[src/rtl/ws2812_rx_if.sv]
// ws2812_rx_if: decoded-pixel bundle produced by ws2812_rx.
// The receiver drives it through the master modport; consumers use the slave modport.
interface ws2812_rx_if;
    logic        pix_valid;
    logic [23:0] pix_data;
    logic [7:0]  pix_idx;
    logic        frame_done;
    logic        bit_err;

    modport master (output pix_valid, pix_data, pix_idx, frame_done, bit_err);
    modport slave  (input  pix_valid, pix_data, pix_idx, frame_done, bit_err);
endinterface

[src/rtl/ws2812_rx.sv]
// ws2812_rx: WS2812 single-wire receiver/decoder.
// Measures each high pulse of the synchronized data line, decodes it to a bit
// (wide pulse = 1), assembles 24-bit GRB pixels MSB first and detects the long
// low latch gap that ends a frame.
// Optional feature macro WS2812_RX_FWD_EN: adds the dout port, which forwards
// pixels 1..N of each frame so that boards can be daisy-chained.
module ws2812_rx #(
    parameter int OSC_CLK_MHZ   = 50,
    parameter int MIN_HIGH_NS   = 150,
    parameter int BIT_THRESH_NS = 600,
    parameter int MAX_HIGH_NS   = 2000,
    parameter int RES_NS        = 50000
) (
    input  logic        osc_clk,
    input  logic        reset_,
    input  logic        din,
`ifdef WS2812_RX_FWD_EN
    output logic        dout,
`endif
    ws2812_rx_if.master pix
);

    localparam int MIN_CYC    = MIN_HIGH_NS   * OSC_CLK_MHZ / 1000;
    localparam int THRESH_CYC = BIT_THRESH_NS * OSC_CLK_MHZ / 1000;
    localparam int MAX_CYC    = MAX_HIGH_NS   * OSC_CLK_MHZ / 1000;
    localparam int RES_CYC    = RES_NS        * OSC_CLK_MHZ / 1000;
    localparam int CNT_W      = $clog2(RES_CYC + 1);

    localparam logic [CNT_W-1:0] MIN_C    = CNT_W'(MIN_CYC);
    localparam logic [CNT_W-1:0] THRESH_C = CNT_W'(THRESH_CYC);
    localparam logic [CNT_W-1:0] MAX_C    = CNT_W'(MAX_CYC);
    localparam logic [CNT_W-1:0] RES_C    = CNT_W'(RES_CYC);
    localparam logic [CNT_W-1:0] CNT_ONE  = CNT_W'(1);

    typedef enum logic [1:0] {
        WAIT_RES = 2'd0,
        IDLE     = 2'd1,
        HIGH     = 2'd2,
        LOW      = 2'd3
    } state_t;

    state_t           state_q, state_d;
    logic [CNT_W-1:0] cnt_q, cnt_d;

    logic             din_meta, din_s, din_s_d;
    logic             rise, fall;

    logic             shift_en, end_frame, err_long;
    logic             bit_val, word_done;

    logic [4:0]       bit_cntr;
    logic [22:0]      shreg;

    logic             pix_valid_q, frame_done_q, bit_err_q;
    logic [23:0]      pix_data_q;
    logic [7:0]       pix_idx_q;

    // Two-flop synchronizer for the asynchronous data line, plus a delayed copy for edge detection
    always_ff @(posedge osc_clk or negedge reset_) begin
        if (!reset_) begin
            din_meta <= 1'b0;
            din_s    <= 1'b0;
            din_s_d  <= 1'b0;
        end else begin
            din_meta <= din;
            din_s    <= din_meta;
            din_s_d  <= din_s;
        end
    end

    assign rise = din_s & ~din_s_d;
    assign fall = ~din_s & din_s_d;

    // State and pulse-width counter registers
    always_ff @(posedge osc_clk or negedge reset_) begin
        if (!reset_) begin
            state_q <= WAIT_RES;
            cnt_q   <= '0;
        end else begin
            state_q <= state_d;
            cnt_q   <= cnt_d;
        end
    end

    // Next-state logic: measure highs/lows and raise shift, end-of-frame and overlong-pulse events
    always_comb begin
        state_d   = state_q;
        cnt_d     = cnt_q;
        shift_en  = 1'b0;
        end_frame = 1'b0;
        err_long  = 1'b0;
        case (state_q)
            WAIT_RES: begin
                // Only a full latch gap proves we are between frames
                if (din_s) begin
                    cnt_d = '0;
                end else if (cnt_q >= RES_C) begin
                    cnt_d   = '0;
                    state_d = IDLE;
                end else begin
                    cnt_d = cnt_q + CNT_ONE;
                end
            end
            IDLE: begin
                if (rise) begin
                    cnt_d   = '0;
                    state_d = HIGH;
                end
            end
            HIGH: begin
                if (fall) begin
                    // Pulses shorter than the glitch floor leave the shift register alone
                    shift_en = (cnt_q >= MIN_C);
                    cnt_d    = '0;
                    state_d  = LOW;
                end else if (cnt_q >= MAX_C) begin
                    err_long = 1'b1;
                    cnt_d    = '0;
                    state_d  = WAIT_RES;
                end else begin
                    cnt_d = cnt_q + CNT_ONE;
                end
            end
            LOW: begin
                if (rise) begin
                    cnt_d   = '0;
                    state_d = HIGH;
                end else if (cnt_q >= RES_C) begin
                    end_frame = 1'b1;
                    cnt_d     = '0;
                    state_d   = IDLE;
                end else begin
                    cnt_d = cnt_q + CNT_ONE;
                end
            end
            default: begin
                cnt_d   = '0;
                state_d = WAIT_RES;
            end
        endcase
    end

    assign bit_val   = (cnt_q >= THRESH_C);
    assign word_done = shift_en && (bit_cntr == 5'd23);

    // Bit assembly; the stale contents are flushed by the next 24 shifts, so no reset is needed
    always_ff @(posedge osc_clk) begin
        if (shift_en) begin
            shreg <= {shreg[21:0], bit_val};
        end
    end

    // Bit/pixel counters and registered output strobes
    always_ff @(posedge osc_clk or negedge reset_) begin
        if (!reset_) begin
            bit_cntr     <= 5'd0;
            pix_valid_q  <= 1'b0;
            frame_done_q <= 1'b0;
            bit_err_q    <= 1'b0;
            pix_data_q   <= 24'd0;
            pix_idx_q    <= 8'd0;
        end else begin
            pix_valid_q  <= word_done;
            frame_done_q <= end_frame;
            // A frame ending with a partial pixel is reported together with frame_done
            bit_err_q    <= err_long | (end_frame && (bit_cntr != 5'd0));
            if (word_done) begin
                pix_data_q <= {shreg, bit_val};
            end
            if (err_long || end_frame) begin
                bit_cntr  <= 5'd0;
                pix_idx_q <= 8'd0;
            end else begin
                if (shift_en) begin
                    bit_cntr <= word_done ? 5'd0 : bit_cntr + 5'd1;
                end
                // Index stays on the strobed pixel for the strobe cycle, then advances (saturating)
                if (pix_valid_q && (pix_idx_q != 8'hFF)) begin
                    pix_idx_q <= pix_idx_q + 8'd1;
                end
            end
        end
    end

    assign pix.pix_valid  = pix_valid_q;
    assign pix.pix_data   = pix_data_q;
    assign pix.pix_idx    = pix_idx_q;
    assign pix.frame_done = frame_done_q;
    assign pix.bit_err    = bit_err_q;

`ifdef WS2812_RX_FWD_EN
    logic fwd_on;

    // Forwarding: swallow pixel 0, then pass the synchronized line through until the frame ends
    always_ff @(posedge osc_clk or negedge reset_) begin
        if (!reset_) begin
            fwd_on <= 1'b0;
            dout   <= 1'b0;
        end else if (err_long || end_frame) begin
            fwd_on <= 1'b0;
            dout   <= 1'b0;
        end else begin
            fwd_on <= fwd_on | word_done;
            dout   <= fwd_on & din_s;
        end
    end
`endif

endmodule

[src/flat_wrapper.sv]
// flat-port wrapper written by rule: the top's interface ports become plain ports
module ws2812_rx_flat 
#(
    parameter int OSC_CLK_MHZ   = 50,
    parameter int MIN_HIGH_NS   = 150,
    parameter int BIT_THRESH_NS = 600,
    parameter int MAX_HIGH_NS   = 2000,
    parameter int RES_NS        = 50000
)
  (osc_clk, reset_, din, pix_pix_valid, pix_pix_data, pix_pix_idx, pix_frame_done, pix_bit_err);
  ws2812_rx_if pix_i ();
  input  logic osc_clk;
  input  logic reset_;
  input  logic din;
  output wire logic [$bits(pix_i.pix_valid)-1:0] pix_pix_valid;
  output wire logic [$bits(pix_i.pix_data)-1:0] pix_pix_data;
  output wire logic [$bits(pix_i.pix_idx)-1:0] pix_pix_idx;
  output wire logic [$bits(pix_i.frame_done)-1:0] pix_frame_done;
  output wire logic [$bits(pix_i.bit_err)-1:0] pix_bit_err;
  assign pix_pix_valid = pix_i.pix_valid;
  assign pix_pix_data = pix_i.pix_data;
  assign pix_pix_idx = pix_i.pix_idx;
  assign pix_frame_done = pix_i.frame_done;
  assign pix_bit_err = pix_i.bit_err;
  ws2812_rx #(.OSC_CLK_MHZ(OSC_CLK_MHZ), .MIN_HIGH_NS(MIN_HIGH_NS), .BIT_THRESH_NS(BIT_THRESH_NS), .MAX_HIGH_NS(MAX_HIGH_NS), .RES_NS(RES_NS)) u_core (.osc_clk(osc_clk), .reset_(reset_), .din(din), .pix(pix_i));
endmodule
[config.mk]
export PLATFORM = sky130hd
export DESIGN_NAME = ws2812_rx_flat
export DESIGN_NICKNAME = d
export VERILOG_FILES = /design/src/rtl/ws2812_rx_if.sv /design/src/rtl/ws2812_rx.sv /design/src/flat_wrapper.sv
export SDC_FILE = /design/constraint.sdc
export NUM_CORES = 1
export LEC_CHECK = 0
export CORE_MARGIN = 3
export CORE_UTILIZATION = 50
export DETAILED_ROUTE_END_ITERATION = 6
export GPL_TIMING_DRIVEN = 0
export PLACE_DENSITY = 0.7
export SYNTH_ARGS = -nofsm -noshare
export SYNTH_HDL_FRONTEND = slang
export SYNTH_SLANG_ARGS = --single-unit
export TNS_END_PERCENT = 5
[constraint.sdc]
create_clock -name osc_clk -period 3.5 [get_ports osc_clk]
set_clock_uncertainty 0.2 [all_clocks]
set_input_delay 0.525 -clock osc_clk [delete_from_list [all_inputs] [get_ports osc_clk]]
set_output_delay 0.525 -clock osc_clk [all_outputs]
set_load 0.01 [all_outputs]
# Yosys cells after proc, flatten, opt, wreduce, memory -nomap -nowiden
# Cells that the tools add are included.
[word_totals]
register_bits = 80
inputBits = 3
output_inout_bits = 35
wordCells = 68
[op_classes]
n_addsub = 3
magnitude_cmp = 4
n_eq_ne = 8
muxes = 27
bitwise = 5
n_reduce_logical = 9
[op_table]
columns = ["operator", "count"]
rows = [
  ["two-way mux 12 bit", 6],
  ["one-hot mux 12 bit (4 select lines)", 1],
  ["two-way mux 8 bit", 2],
  ["two-way mux 5 bit", 3],
  ["adder 12 x 1 -> 12 bit (second input constant)", 1],
  ["greater-or-equal comparator 12 bit (second input constant)", 1],
  ["greater-or-equal comparator 12 x 3 -> 1 bit (second input constant)", 1],
  ["greater-or-equal comparator 12 x 5 -> 1 bit (second input constant)", 1],
  ["greater-or-equal comparator 12 x 7 -> 1 bit (second input constant)", 1],
  ["two-way mux 2 bit", 6],
  ["adder 8 x 1 -> 8 bit (second input constant)", 1],
  ["two-way mux 1 bit", 8],
  ["inequality test 8 bit (second input constant)", 1],
  ["one-hot mux 2 bit (4 select lines)", 1],
  ["adder 5 x 1 -> 5 bit (second input constant)", 1],
  ["equality test 5 bit (second input constant)", 1],
  ["nonzero test 5 bit", 1],
  ["equality test 2 bit (second input constant)", 2],
  ["nonzero test 2 bit", 2],
  ["logical AND 1 bit", 3],
  ["inequality test 3 x 1 -> 1 bit (second input constant)", 1],
  ["AND reduction 3 bit", 1],
  ["bitwise AND 1 bit", 2],
  ["equality test 2 x 1 -> 1 bit (second input constant)", 1],
  ["other kinds (6)", 7],
]

# Logic depth before layout (Yosys ltp)
# Gate-level depths: netlist of run 1.
[depth]
depth_word = 8
ltp_mapped = 7
ltp_nobuf = 7

# Worst setup path after synthesis of run 1
# Ideal clock, no wire load.
[synth_path]
path_kind = "reg-to-reg"
start = "register u_core.cnt_q[1]"
end = "register u_core.pix_data_q[10] (netlist: u_core.pix.pix_data[10])"
arrival_time_ps = 1903
required_ps = 3175
path_slack_ps = 1272
path_stages_with_launch = 8
path_buffers = 1
period_less_slack_ps = 2228
path_cell_list = "dfrtp_1 > ha_1 > a211oi_1 > nand4b_1 > nand2_2 > nor4b_4 > buf_6 > mux2_4"
[synth_via]
elab_chain_len = 4
[synth_rtl]
columns = ["item", "line", "text"]
rows = [
  ["start, declared", "ws2812_rx.sv:43", "logic [CNT_W-1:0] cnt_q, cnt_d;"],
  ["start signal, assigned", "ws2812_rx.sv:81", "cnt_q <= cnt_d;"],
  ["greater-or-equal comparator 12 x 3 -> 1 bit", "ws2812_rx.sv:113", "shift_en = (cnt_q >= MIN_C);"],
  ["two-way mux 1 bit", "ws2812_rx.sv:111", "if (fall) begin"],
  ["two-way mux 1 bit", "ws2812_rx.sv:92", "case (state_q)"],
  ["logical AND 1 bit", "ws2812_rx.sv:144", "assign word_done = shift_en && (bit_cntr == 5'd23);"],
  ["end signal, assigned", "ws2812_rx.sv:168", "pix_data_q <= {shreg, bit_val};"],
  ["end, declared", "ws2812_rx.sv:55", "logic [23:0] pix_data_q;"],
]
# No other way between the ends.
# A chain may end at the register's enable or synchronous reset.

# Worst setup path after layout of run 1
[layout_path]
start = "register u_core.cnt_q[1]"
end = "register u_core.pix_data_q[8] (netlist: u_core.pix.pix_data[8])"
# Same word-level chain as after synthesis.

==> flow_summary.json, run 1 <==
{
  "status": "complete, no violations",
  "io_buffers": 37,
  "fin_crit_sh_pct": 73.4,
  "area.growth.synth_to_final_pct": 20.4,
  "hpwlAfterDp_mm": 3.83,
  "rr_endpoint": "u_core.pix.pix_data[8]$_DFFE_PN0P_",
  "clockBufferDepth": 2,
  "clk_pin_slew_ps": 80,
  "fin_crit_ps": 2570,
  "p_per_area_nw_per_um2": 428,
  "whs_endpoint": "u_core.din_s$_DFF_PN0_",
  "critPathRequiredTime_ps": 3520,
  "cp-end-kind": "flop",
  "seq_area_frac_synth_pct": 62.2,
  "overflow": 0,
  "drcViolationCount": 0,
  "drv_cap": 0,
  "ys_ff_latch": 80,
  "finalSetupViolCount": 0,
  "synthDistinctLibCells": 46,
  "syn_inst": 256,
  "design.core.area_um2": 6460,
  "seqCellArea_um2": 2120,
  "ys_warn_count": 0,
  "critPathArrivalTime_ps": 2590,
  "via_count": 2106,
  "crit_type": "flop to flop",
  "grt_pass1_vias": 2008,
  "r2r_cells": 7,
  "hold_depth": 0,
  "hp-class": "flop to flop",
  "grt_pass1_wl_mm": 9.44,
  "worstHoldStart": "u_core.din_meta$_DFF_PN0_",
  "synth_most_common_cell": "dfrtp_1",
  "num_antenna_cells": 0,
  "multi_input_area_um2": 1200,
  "start_util_pct": 52.7,
  "cts.sinks": 80,
  "power.leakage_nw": 1.77,
  "fp.dieW_um": 88.5,
  "synth_edf_count": 23,
  "dp_cells": 371,
  "finalNetCount": 315,
  "clock_latency_ps": 340,
  "hold_violations": 0,
  "synth_nets": 265,
  "cp_max_fo": 10,
  "wl_per_cell_um": 14.5,
  "async_flop_share_pct": 71.3,
  "final_layout_size_suffix_gt1_share_pct": 17.4,
  "place.gp.congestion": 0.807,
  "fillers": 518,
  "crit_path_start_kind": "flop",
  "synth_largest_area_cell": "dfrtp_1",
  "vdd_drop_max_uv": 258,
  "avgSynthCellArea_um2": 13.3,
  "synth_area_leaders": "dfrtp_1 (42%), edfxtp_1 (20%), mux2_4 (7.9%)",
  "dieArea_um2": 7830,
  "drt_first_pass_iters": 4,
  "synth.top_cells.by_count": "dfrtp_1 (57), edfxtp_1 (23), nor2_1 (21)",
  "cts.htree.levels": 3,
  "cts_resized": 0,
  "synth_top_flop_cell": "dfrtp_1",
  "dieHeight_um": 88.5,
  "syn_area_um2": 3400,
  "place_area_um2": 3880,
  "wl_mm": 5.61,
  "r2r_setup_slack_ps": 930,
  "grt_setup_unrepaired": "false",
  "grt_max_degree": 35,
  "std_cell_rows": 29,
  "cts_root_buffer": "clkbuf_8",
  "antenna_found_initial": 0,
  "vias_per_cell": 5.43,
  "regToRegStartpoint": "u_core.cnt_q[1]$_DFFE_PN0P_",
  "cts_tree": "done",
  "design_area_um2": 4100,
  "drt_iter0_drc": 89,
  "final_cells": 388,
  "io_pins": 38,
  "drtAntennaViolNets": 0,
  "synth_top_area_share_pct": 41.9,
  "relSlewSlack_pct": 35.0,
  "max_freq_mhz": 389,
  "tightest_slew_ps": 974,
  "gr-usage-all-layers_pct": 15.9,
  "maxSlewViolCount": 0,
  "cts_made_buffers": 9
}
## power by group
part	internal [mW]	switching, mW	total [mW]
registers	0.973	0.0218	0.995
clock network	0.354	0.330	0.684
logic	0.0283	0.0451	0.0734
## final cells by class
cell class / instances / share of cell area, %
sequential: 80 / 51.7
tap: 77 / 2.35
clock buffer: 11 / 3.45
multi-input combinational: 160 / 29.3
timing repair buffer: 39 / 9.65
clock inverter: 5 / 1.53
inverter: 9 / 0.824
buffer: 7 / 1.19
## timing repair
| action | in CTS | in global routing |
|---|---|---|
| endpoints found under the hold margin | 23 | 0 |
| setup buffers | 0 | 0 |
| hold buffers | 1 | 0 |
## critical path, cell delays in order, from the launching register on
cell and delay (ps):
dfrtp_1 440, ha_1 240, a211oi_1 100, nand4b_1 130, nand2_2 140, nor4b_4 620
buf_6 270, mux2_4 320
## state kept, by name, indices dropped and copies added, names as in the netlist
register and cells:
u_core.pix.pix_data 24, u_core.din_s 1, u_core.pix.frame_done 1, u_core.din_s_d 1, u_core.shreg 23, u_core.pix.pix_idx 8, u_core.bit_cntr 5, u_core.cnt_q 12
u_core.pix.pix_valid 1, u_core.state_q 2, u_core.din_meta 1, u_core.pix.bit_err 1
## cell usage in the layout, fill, tap and decap left out, drive strengths merged, types with 8 or more instances in the layout
| master | count |
|---|---|
| mux2 | 24 |
| nand2 | 19 |
| nor2 | 22 |
| xnor2 | 8 |
| dfrtp | 57 |
| buf | 8 |
| inv | 11 |
| clkdlybuf4s50 | 36 |
| edfxtp | 23 |
| a21oi | 10 |
| nand3 | 8 |
| clkbuf | 12 |
## metrics by stage
stage	worst slack [ps]	utilization [%]	hold slack, ps	setup TNS [ps]	power (mW)
detailed placement	922	60.1	137	0	1.09
floorplan	1270	-	29.4	0	1.06
global placement	-161	59.9	135	-8970	1.08
CTS	905	63.4	153	0	1.78
global route	786	63.4	156	0	1.83
finish	930	63.4	150	0	1.75
## worst max path at each step
| stage | from | endpoint | slack [ps] | depth (start not counted) |
|---|---|---|---|---|
| after global routing | u_core.cnt_q[1]$_DFFE_PN0P_ | u_core.pix.pix_data[8]$_DFFE_PN0P_ | 790 | 7 |
| after detailed placement | u_core.cnt_q[1]$_DFFE_PN0P_ | u_core.pix.pix_data[8]$_DFFE_PN0P_ | 920 | 7 |
| after floorplan | u_core.cnt_q[1]$_DFFE_PN0P_ | u_core.pix.pix_data[10]$_DFFE_PN0P_ | 1270 | 7 |
| after CTS | u_core.cnt_q[1]$_DFFE_PN0P_ | u_core.pix.pix_data[8]$_DFFE_PN0P_ | 900 | 7 |
| final | u_core.cnt_q[1]$_DFFE_PN0P_ | u_core.pix.pix_data[8]$_DFFE_PN0P_ | 930 | 7 |
| after global placement | reset_ | u_core.pix.pix_data[4]$_DFFE_PN0P_ | -160 | 1 |
## per-layer routing
layer / up-vias / track usage (%) / routed length, um
li1: 1026 / - / -
met1: 1045 / 23.0 / 2740
met2: 28 / 22.6 / 2650
met3: 7 / 3.63 / 142
met4: 0 / 7.83 / 69
met5: - / 0 / 0
## cells by family after synthesis
family | share of synthesized area (%)
AO/OA/AOI/OAI | 6.84
XOR/XNOR | 3.35
adder cells (fa/ha/maj) | 2.21
buffers and inverters | 2.43
flip-flops | 62.2
multiplexers | 9.93
AND/OR/NAND/NOR | 13.0
No activity file was read; power rests on OpenSTA's default activity.
==> run 2: changes to the inputs <==
Clock period 3.5 ns to 2.55 ns, I/O delays scaled along.
==> flow_summary.json, run 2 (synthesized netlist as in run 1, its figures left out) <==
{
  "drtAntennaViolNets": 0,
  "cts_root_buffer": "clkbuf_8",
  "num_antenna_cells": 0,
  "antenna_found_initial": 0,
  "cts_resized": 0,
  "fin_crit_sh_pct": 97.9,
  "dp_cells": 371,
  "gr-usage-all-layers_pct": 15.9,
  "final_cell_mix": "dfrtp_1 (57), clkdlybuf4s50_1 (36), edfxtp_1 (23), nor2_1 (21)",
  "cp-end-kind": "flop",
  "overflow": 0,
  "vdd_drop_max_uv": 355,
  "seqCellArea_um2": 2120,
  "critPathRequiredTime_ps": 2550,
  "cts_made_buffers": 9,
  "maxSlewViolCount": 0,
  "fillers": 516,
  "hp-class": "flop to flop",
  "grt_max_degree": 35,
  "cts_tree": "done",
  "p_total_mw": 2.40,
  "drv_cap": 0,
  "p_per_area_nw_per_um2": 586,
  "fp.dieW_um": 88.5,
  "start_util_pct": 52.7,
  "largest_reg_flops": 24,
  "r2r_cells": 7,
  "finalSetupViolCount": 0,
  "cts.htree.levels": 3,
  "hold_violations": 0,
  "hold_depth": 0,
  "whs_endpoint": "u_core.din_s$_DFF_PN0_",
  "drcViolationCount": 0,
  "final_common_cell": "dfrtp_1",
  "timing.hold.ws_ps": 150,
  "worstHoldStart": "u_core.din_meta$_DFF_PN0_",
  "clock_latency_ps": 340,
  "drt_iter0_drc": 148,
  "crit_type": "flop to flop",
  "vias_per_cell": 5.45,
  "io_pins": 38,
  "cp_max_fo": 26,
  "finalNetCount": 316,
  "io_buffers": 37,
  "place.gp.congestion": 0.807,
  "fin_crit_ps": 2500,
  "std_cell_rows": 29,
  "multi_input_area_um2": 1200,
  "area.growth.synth_to_final_pct": 20.7,
  "max_freq_mhz": 401,
  "tightest_slew_ps": 1000,
  "crit_path_start_kind": "flop",
  "hpwlAfterDp_mm": 3.83,
  "design.core.area_um2": 6460,
  "final_cells": 389,
  "grt_pass1_vias": 2009,
  "final_util_pct": 63.6,
  "wl_per_cell_um": 14.5,
  "rr_endpoint": "u_core.bit_cntr[0]$_DFFE_PN0P_",
  "dieHeight_um": 88.5,
  "power.leakage_nw": 1.78,
  "clockBufferDepth": 2,
  "regToRegStartpoint": "u_core.cnt_q[1]$_DFFE_PN0P_",
  "via_count": 2121,
  "critPathArrivalTime_ps": 2500,
  "wl_mm": 5.63,
  "grt_pass1_wl_mm": 9.47,
  "final_layout_size_suffix_gt1_share_pct": 17.6,
  "clk_pin_slew_ps": 80,
  "status": "complete, no violations",
  "dieArea_um2": 7830,
  "drt_first_pass_iters": 4,
  "grt_setup_unrepaired": "true",
  "relSlewSlack_pct": 33.0,
  "cts.sinks": 80,
  "r2r_setup_slack_ps": 50
}
-- run 2: layout make-up --
class | count | area share, %
clock buffers | 11 | 3.44
flip-flops and latches | 80 | 51.6
well taps | 77 | 2.35
multi-input cells | 160 | 29.3
plain buffers | 7 | 1.19
repair buffers | 40 | 9.81
inverters | 9 | 0.823
clock inverters | 5 | 1.52
-- run 2: worst max-delay path by stage --
stage                                 from                                   to  slack [ps]
2_1_floorplan  u_core.cnt_q[1]$_DFFE_PN0P_  u_core.pix.pix_data[10]$_DFFE_PN0P_         320
3_3_place_gp                        reset_   u_core.pix.pix_data[4]$_DFFE_PN0P_        -970
3_5_place_dp   u_core.cnt_q[1]$_DFFE_PN0P_   u_core.pix.pix_data[8]$_DFFE_PN0P_         -30
4_1_cts        u_core.cnt_q[1]$_DFFE_PN0P_       u_core.bit_cntr[0]$_DFFE_PN0P_          30
5_1_grt        u_core.cnt_q[1]$_DFFE_PN0P_       u_core.bit_cntr[0]$_DFFE_PN0P_        -160
6_report       u_core.cnt_q[1]$_DFFE_PN0P_       u_core.bit_cntr[0]$_DFFE_PN0P_          50
-- run 2: routing by layer --
metal  track usage (%)  vias to the layer above  wire length [um]  share of wire (%)
met2              22.5                       32              2650                 47
met3              3.63                        7               173                3.1
li1                  -                     1030                 -                  -
met4              7.83                        0                69                1.2
met1              23.2                     1052              2740                 49
met5                 0                        -                 0                  0
-- run 2: repair_timing --
action / in CTS / in global routing
buffers inserted: 1 / 0
setup endpoints to repair: 18 / 8
hold buffers: 1 / 0
pin swaps: 1 / 0
endpoints found under the hold margin: 23 / 0
-- run 2: power by group --
group | switching [mW] | internal (mW)
sequential | 0.0300 | 1.34
combinational | 0.0619 | 0.0388
clock | 0.453 | 0.486
-- run 2: metrics by stage --
stage	setup TNS, ps	area (um2)	setup slack, ps
2_1_floorplan	0	3400	322
4_1_cts	0	4110	25.9
5_1_grt	-352	4110	-160
6_report	0	4110	53.2
3_3_place_gp	-55000	3870	-969
3_5_place_dp	-172	3880	-28.1
-- run 2: critical path, stage by stage (launching register included) --
cell and delay, ps:
dfrtp_1 440, ha_1 250, a211oi_1 270, nand4b_1 150, nand2_2 190, inv_1 460
xnor2_1 320, nor3_1 70
==> run 3: changes to the inputs <==
Settings changed: HOLD_SLACK_MARGIN from default to 0.1.
==> results of run 3 <==
The final DEF is identical to that of run 2; final timing and power are the same.
